<file path="src/rtl/fifo_wr_arbiter.sv">
// fifo_wr_arbiter: round-robin burst arbiter sharing the fifo_mem write port
// between N valid/ready producers. Each grant lasts up to BURST_MAX beats
// (one beat when fifo_threshold is high). Nothing is written while the FIFO
// is full.
// Optional build macro FIFO_ARB_PRIO_EN: requester 0 always wins arbitration
// whenever it is valid. The other requesters stay round-robin.
module fifo_wr_arbiter #(
  parameter int N         = 4,
  parameter int W         = 8,
  parameter int BURST_MAX = 4
) (
  input  logic                 clk,
  input  logic                 rst_n,
  input  logic [N-1:0]         req_valid,
  input  logic [N*W-1:0]       req_data,
  output logic [N-1:0]         req_ready,
  output logic                 fifo_wr,
  output logic [W-1:0]         fifo_data_in,
  input  logic                 fifo_full,
  input  logic                 fifo_threshold,
  output logic [$clog2(N)-1:0] grant_id,
  output logic                 busy
);

  localparam int IW = $clog2(N);
  localparam int CW = $clog2(BURST_MAX + 1);

  typedef enum logic {IDLE, BURST} state_t;

  state_t         state_reg, state_next;
  logic [IW-1:0]  grant_reg, grant_next;
  logic [IW-1:0]  rr_ptr_reg, rr_ptr_next;
  logic [CW-1:0]  beat_cnt_reg, beat_cnt_next;

  logic [IW-1:0]  sel;
  logic           sel_found;
  logic           granted_valid;
  logic           accept;
  logic [CW:0]    beat_sum;
  logic [CW:0]    limit;

  // Pick the first valid requester after the last one granted, wrapping at N.
  always_comb begin
    int idx;
    sel       = '0;
    sel_found = 1'b0;
    idx       = 0;
    for (int k = 1; k <= N; k++) begin
      idx = int'(rr_ptr_reg) + k;
      if (idx >= N) idx = idx - N;
      if (!sel_found && req_valid[idx]) begin
        sel       = IW'(idx);
        sel_found = 1'b1;
      end
    end
`ifdef FIFO_ARB_PRIO_EN
    if (req_valid[0]) begin
      sel       = '0;
      sel_found = 1'b1;
    end
`else
`endif
  end

  assign busy          = (state_reg == BURST);
  assign grant_id      = grant_reg;
  assign granted_valid = req_valid[grant_reg];
  // A beat is only ever written when the FIFO has room, so it cannot overflow.
  assign accept        = busy && granted_valid && !fifo_full;
  assign fifo_wr       = accept;
  assign fifo_data_in  = busy ? req_data[grant_reg*W +: W] : '0;

  // Only the granted requester sees ready, and only while the FIFO has room.
  genvar gi;
  generate
    for (gi = 0; gi < N; gi++) begin : g_ready
      assign req_ready[gi] = busy && (grant_reg == IW'(gi)) && !fifo_full;
    end
  endgenerate

  // Near-full FIFO shortens every burst to a single beat.
  assign limit    = fifo_threshold ? (CW+1)'(1) : (CW+1)'(BURST_MAX);
  assign beat_sum = {1'b0, beat_cnt_reg} + (CW+1)'(1);

  // Next-state logic: arbitrate in IDLE, count beats and decide exit in BURST.
  always_comb begin
    state_next    = state_reg;
    grant_next    = grant_reg;
    rr_ptr_next   = rr_ptr_reg;
    beat_cnt_next = beat_cnt_reg;
    case (state_reg)
      IDLE: begin
        if (sel_found) begin
          state_next    = BURST;
          grant_next    = sel;
          rr_ptr_next   = sel;
          beat_cnt_next = '0;
        end
      end
      BURST: begin
        if (!granted_valid) begin
          // Producer ran dry: give the port back even if stalled on full.
          state_next = IDLE;
        end else if (accept) begin
          beat_cnt_next = beat_sum[CW-1:0];
          if (beat_sum >= limit) state_next = IDLE;
        end
      end
      default: state_next = IDLE;
    endcase
  end

  // State registers; reset leaves requester 0 as first in line.
  always_ff @(posedge clk or negedge rst_n) begin
    if (!rst_n) begin
      state_reg    <= IDLE;
      grant_reg    <= '0;
      rr_ptr_reg   <= IW'(N - 1);
      beat_cnt_reg <= '0;
    end else begin
      state_reg    <= state_next;
      grant_reg    <= grant_next;
      rr_ptr_reg   <= rr_ptr_next;
      beat_cnt_reg <= beat_cnt_next;
    end
  end

endmodule

</file>
<file path="config.mk">
export PLATFORM = sky130hd
export DESIGN_NAME = fifo_wr_arbiter
export DESIGN_NICKNAME = d
export VERILOG_FILES = /design/src/rtl/fifo_wr_arbiter.sv
export SDC_FILE = /design/constraint.sdc
export NUM_CORES = 1
export LEC_CHECK = 0
export BUFFER_PORTS_ARGS = -buffer_cell sky130_fd_sc_hd__buf_2
export CAP_MARGIN = 0
export CORE_AREA = 5 5 53 55
export CTS_BUF_LIST = sky130_fd_sc_hd__clkbuf_16
export CTS_CLUSTER_DIAMETER = 60
export CTS_CLUSTER_SIZE = 24
export DETAILED_ROUTE_END_ITERATION = 10
export DIE_AREA = 0 0 58 60
export PLACE_DENSITY_LB_ADDON = 0.08
export SYNTH_ARGS = -nofsm -noshare
export SYNTH_HDL_FRONTEND = slang
export SYNTH_SLANG_ARGS = --single-unit
</file>
<file path="constraint.sdc">
create_clock -name clk -period 1.6 [get_ports clk]
set_clock_uncertainty 0.2 [all_clocks]
set_input_delay 0.16 -clock clk [delete_from_list [all_inputs] [get_ports clk]]
set_output_delay 0.16 -clock clk [all_outputs]
set_load 0.05 [all_outputs]
</file>
==> results of run 1 <==
[synthesized netlist by cell type (all sizes together)]
library cell / instances / area (µm²)
a21o: 3 / 23.8
a21oi: 2 / 10.0
a221oi: 1 / 8.76
a22o: 1 / 8.76
a22oi: 1 / 7.51
a31oi: 1 / 6.26
and2: 8 / 50.1
buf: 2 / 10.0
clkbuf: 2 / 7.51
dfrtp: 6 / 150
dfstp: 2 / 52.6
ha: 3 / 37.5
inv: 4 / 15.0
mux2: 1 / 15.0
mux2i: 5 / 62.6
mux4: 8 / 180
nand2: 6 / 22.5
nand2b: 2 / 12.5
nand3: 3 / 15.0
nand3b: 1 / 7.51
nor2: 6 / 22.5
o21a: 2 / 15.0
o21ai: 3 / 15.0
o22a: 1 / 17.5
o22ai: 1 / 6.26
o31ai: 1 / 7.51
or3b: 1 / 11.3
xor2: 1 / 8.76
[final timing paths]
| path | to | slack [ns] | depth (start not counted) | from |
|---|---|---|---|---|
| max in group asynchronous | rr_ptr_reg[1]$_DFFE_PN1P_ | 0.87 | 2 | rst_n |
| worst min register to register | beat_cnt_reg[2]$_DFFE_PN0P_ | 0.35 | 1 | beat_cnt_reg[2]$_DFFE_PN0P_ |
| worst max-delay path | fifo_data_in[3] | -0.35 | 4 | grant_id[0]$_DFFE_PN0P_ |
| worst min-delay path | busy$_DFF_PN0_ | 0.05 | 3 | fifo_full |
| min in group asynchronous | beat_cnt_reg[1]$_DFFE_PN0P_ | 0.09 | 2 | rst_n |
| worst max register to register | beat_cnt_reg[2]$_DFFE_PN0P_ | -0.16 | 4 | grant_id[0]$_DFFE_PN0P_ |
[what timing repair did]
action                     4_1_cts  5_1_grt
hold endpoints to repair         8        0
pin swaps                       14        2
setup endpoints to repair       16       17
hold buffers                     1        0
gates resized for setup         49        8
setup buffers                    0        2
[logic make-up (layout without fill, tap and decap cells)]
family / Yosys count / in the layout
simple gates: 27 / 27
compound gates: 17 / 17
mux: 14 / 14
flops: 8 / 8
buf+inv: 8 / 79
fa+ha+maj: 3 / 3
xor+xnor: 1 / 1
[cells in the final DEF, fill, tap and decap left out, drive strengths merged, types with 2 or more instances in the layout]
master / netlist / layout
dfstp: 2 / 2
a21o: 3 / 3
o21ai: 3 / 3
a21oi: 2 / 2
nand2b: 2 / 2
and2: 8 / 8
nand2: 6 / 6
nand3: 3 / 3
nor2: 6 / 6
mux4: 8 / 8
ha: 3 / 3
dfrtp: 6 / 6
o21a: 2 / 2
clkbuf: 2 / 3
buf: 2 / 70
mux2i: 5 / 5
inv: 4 / 4
[per-stage QoR]
step                      utilization  hold slack [ns]  setup slack, ns
final                           0.664           0.0501           -0.351
after floorplan                     -           -0.336           -0.306
after CTS                       0.650           0.0472           -0.335
after global placement          0.543           -0.190           -0.146
after detailed placement        0.543           -0.188           -0.162
after global routing            0.664           0.0826           -0.379
[worst max-delay path, cell delays in order (launching register included)]
cell and delay (ns):
dfrtp_2 0.40, buf_12 0.14, mux4_2 0.51, and2_4 0.16
buf_8 0.14
[cell type report]
class                   count  area, µm²
clock buffers               3       75.1
well taps                  30       37.5
multi-input cells          62        654
flip-flops and latches      8        206
inverters                   4       18.8
fillers                   181        787
repair buffers             71        559
clock inverters             1       3.75
[per-layer routing]
metal,wire [µm],vias to the layer above,global-route usage,part of all wire
met5,0,-,0,0
met4,53,0,0.0795,0.020
met3,206,6,0.0367,0.078
met2,1480,35,0.284,0.56
met1,899,426,0.153,0.34
li1,-,437,-,-
[power by group]
group	total, mW	switching (mW)	leakage, nW	internal [mW]
sequential	0.429	0.111	0.0935	0.318
clock	0.427	0.102	0.0423	0.326
combinational	2.64	1.36	0.617	1.28
==> flow_summary_export.csv, run 1 <==
group,metric,value,unit
route,num_vias,904,
logic_synthesis,syn_area,807,µm²
die,die_h,60,µm
route,drt-wirelength-per-cell,14.8,µm
critical_path,endpoint_kind,"output port",
power,p_per_area,2250,nW/µm²
outcome,status,"finished, violations left",
sta,timing.fmax,512,MHz
clocking,clk_pin_slew_worst_paths,0.04,ns
sta,tns,-3.53,ns
grt,grt_max_degree,12,
logic_synthesis,synthCells,78,
route,remaining_drc_errors,0,
clocking,clk_latency,0.23,ns
final_layout,final_cell_area,1560,µm²
logic_synthesis,synth_cell_type_count,30,
logic_synthesis,synth_top_family_by_area,"multiplexers",
clocking,clock_tree.buffer_depth,2,
grt,antenna_found_initial,0,
final_layout,stdcell_count,179,
route,via_per_inst,5.05,
final_layout,drive_gt1_frac,0.752,
clocking,cts_buffers,3,
sta,setup_slack,-0.351,ns
die,io_pins,56,
clocking,clock-sinks,8,
sta,hold_viol,0,
sta,rsz0062_at_grt,"true",
logic_synthesis,synth_fa_ha_area_frac,0.0465,
sta,drv_slew,0,
logic_synthesis,ys_seq_elements,8,
logic_synthesis,synth_nets,121,
placed_design,place.gp.congestion,0.760,
critical_path,critPathKind,"reg -> out",
placed_design,postPlaceCellArea,1270,µm²
power,p_leak,0.753,nW
sta,worst-slew-pin-transition,0.385,ns
die,fp.dieW,58,µm
run,max_cap_violations,0,
die,dieArea,3480,µm²
placed_design,dpl.hpwl,2020,µm
route,first_iter_violations,18,
sta,period_share,1.22,
die,start_util,0.345,
route,ant_nets,0,
critical_path,crit_fanout,8,
grt,grt_pass1_vias,941,
clocking,cts_tree,"done",
die,core-area,2340,µm²
die,placementRows,18,
final_layout,largest_reg_flops,3,
logic_synthesis,synth-compound-area-share,0.157,
power,ir_worst_vdd,1480,µV
sta,slew_headroom,0.743,
final_layout,area_growth,92.7,%
route,wl,2640,µm
placed_design,io_buffers,55,
clocking,cts_root_buffer,"clkbuf_16",
logic_synthesis,synth_xor_area_frac,0.0109,
grt,grt_usage,0.151,
logic_synthesis,synthSimpleGateAreaFrac,0.175,
critical_path,critPathLaunchType,"flop",
route,drt_first_pass_iters,4,
sta,setup_viol,16,
min_path,min_path_type,"in -> reg",
final_layout,antenna_cells,0,
sta,period_minus_slack,1.95,ns
grt,overflow,0,
outcome,violations,"setup timing",
placed_design,dp_cells,173,
clocking,h-tree-depth,1,
logic_synthesis,yosys-mux-area-fraction,0.319,
final_layout,final_net_count,193,
power,p_total,3.50,mW
logic_synthesis,yosysSeqAreaShare,0.251,
critical_path,critPathRequiredTime,1.24,ns
grt,grt_first_pass_wirelength,4050,µm
logic_synthesis,syn_avg_cell_area,10.3,µm²
critical_path,arrival,1.59,ns
logic_synthesis,yosys_warnings,0,
(Power assumes the default switching activity.)
==> inputs of run 2 (changes only) <==
- PLACE_DENSITY: default -> 0.74
- PLACE_DENSITY_LB_ADDON: 0.08 -> default
==> run 2 against run 1 <==
Net effect:
- the flow still finishes with violations (setup timing)
- fmax down 0.63%
- register-to-register slack worse by 0.04 ns
- power up 0.62%
- utilization up 0.64 points
- non-clock buffer count up 3
- critical path depth unchanged
- global-route usage up 1.4 points
- count of clock-buffer cells in the layout unchanged
- via count up 3.2%
==> flow_summary_export.csv, run 2 (same netlist as run 1, synthesis figures left out) <==
group,metric,value,unit
outcome,status,"finished, violations left",
outcome,violations,"setup timing",
sta,hold_viol,0,
min_path,min_path_type,"in -> reg",
critical_path,cp_slowest_cell,"mux4_2",
route,drt-wirelength-per-cell,15.6,µm
clocking,h-tree-depth,1,
clocking,clock-sinks,8,
route,remaining_drc_errors,0,
sta,timing.fmax,509,MHz
critical_path,critPathLaunchType,"flop",
grt,grt_first_pass_wirelength,4460,µm
placed_design,postPlaceCellArea,1260,µm²
route,drt_first_pass_iters,4,
grt,antenna_found_initial,0,
final_layout,final_cell_mix,"buf_2 (42), buf_4 (11), buf_8 (10)",
route,ant_nets,0,
clocking,clock_tree.buffer_depth,2,
final_layout,antenna_cells,0,
die,io_pins,56,
die,die_h,60,µm
sta,slew_headroom,0.765,
critical_path,endpoint_kind,"output port",
sta,worst-slew-pin-transition,0.353,ns
final_layout,stdcell_count,182,
sta,rsz0062_at_grt,"true",
grt,grt_usage,0.166,
sta,setup_viol,17,
critical_path,cp_cell_sequence,"clkbuf_16, mux4_2, and2_4, buf_8",
clocking,cts_tree,"done",
placed_design,place.gp.congestion,0.822,
placed_design,io_buffers,55,
die,dieArea,3480,µm²
sta,setup_slack,-0.364,ns
final_layout,final_cell_area,1570,µm²
route,first_iter_violations,11,
die,start_util,0.345,
clocking,clk_latency,0.23,ns
final_layout,area_growth,94.6,%
power,p_leak,0.758,nW
placed_design,dp_cells,171,
clocking,clk_pin_slew_worst_paths,0.04,ns
power,p_per_area,2240,nW/µm²
clocking,cts_root_buffer,"clkbuf_16",
critical_path,critPathKind,"reg -> out",
die,core-area,2340,µm²
grt,grt_max_degree,10,
grt,overflow,0,
route,wl,2840,µm
sta,period_minus_slack,1.96,ns
sta,period_share,1.23,
power,ir_worst_vdd,1620,µV
final_layout,final_common_cell,"buf_2",
sta,drv_slew,0,
die,fp.dieW,58,µm
final_layout,largest_reg_flops,3,
route,num_vias,933,
placed_design,dpl.hpwl,2300,µm
critical_path,arrival,1.60,ns
run,max_cap_violations,0,
route,via_per_inst,5.13,
critical_path,crit_fanout,4,
final_layout,drive_gt1_frac,0.750,
grt,grt_pass1_vias,1007,
clocking,cts_buffers,3,
critical_path,max_stage_delay,0.49,ns
critical_path,critPathRequiredTime,1.24,ns
final_layout,final_net_count,196,
die,placementRows,18,
-- run 2: changes by cell type in the layout (fill, tap and decap cells not counted), sizes merged --
cell,delta
clkbuf,+1
buf,+2
-- run 2: metal layers --
layer	global-route usage	up-vias	share of wire
met3	0.0432	4	0.12
met1	0.174	436	0.35
li1	-	443	-
met2	0.313	50	0.52
met5	0	-	0
met4	0.0629	0	0.012
-- run 2: area by class of cell --
cell class	instances	area, µm²
well taps	30	37.5
repair buffers	74	588
inverters	4	18.8
clock inverters	1	3.75
fillers	166	772
clock buffers	3	75.1
flip-flops and latches	8	206
multi-input cells	62	641
-- run 2: per-stage QoR --
step	setup TNS [ns]	util	power (mW)	setup slack, ns	hold slack [ns]
floorplan	-3.05	-	2.04	-0.306	-0.336
global placement	-1.37	0.537	2.50	-0.139	-0.193
detailed placement	-1.66	0.537	2.56	-0.182	-0.186
CTS	-3.80	0.637	3.31	-0.362	0.0466
global route	-5.18	0.670	3.69	-0.403	0.0974
finish	-4.47	0.670	3.52	-0.364	0.0506
-- run 2: critical path, delay by kind of cell, from the launching register on --
kind                   cells  cell delay, ns
buffers and inverters      2            0.30
DFF                        1            0.42
muxes                      1            0.49
and+or+nand+nor            1            0.16
-- run 2: worst paths after layout --
| check | slack (ns) | start | to | depth (start not counted) |
|---|---|---|---|---|
| worst max register to register | -0.20 | grant_id[0]$_DFFE_PN0P_ | beat_cnt_reg[2]$_DFFE_PN0P_ | 4 |
| worst min-delay path | 0.05 | fifo_full | busy$_DFF_PN0_ | 3 |
| worst min register to register | 0.35 | rr_ptr_reg[1]$_DFFE_PN1P_ | rr_ptr_reg[1]$_DFFE_PN1P_ | 1 |
| min in group asynchronous | 0.10 | rst_n | beat_cnt_reg[1]$_DFFE_PN0P_ | 2 |
| max in group asynchronous | 0.86 | rst_n | rr_ptr_reg[1]$_DFFE_PN1P_ | 2 |
| worst max-delay path | -0.36 | grant_id[0]$_DFFE_PN0P_ | fifo_data_in[2] | 4 |
-- run 2: what timing repair did --
action                                  in CTS  in global routing
pin swaps                                    5                  8
setup buffers                                3                  3
endpoints found under the setup margin      15                 17
resized for setup                           40                 11
hold buffers                                 1                  0
hold endpoints to repair                     8                  0
gates cloned                                 0                  1
-- run 2: power breakdown --
group | switching (mW) | internal, mW
logic | 1.35 | 1.31
registers | 0.117 | 0.317
clock network | 0.0963 | 0.325
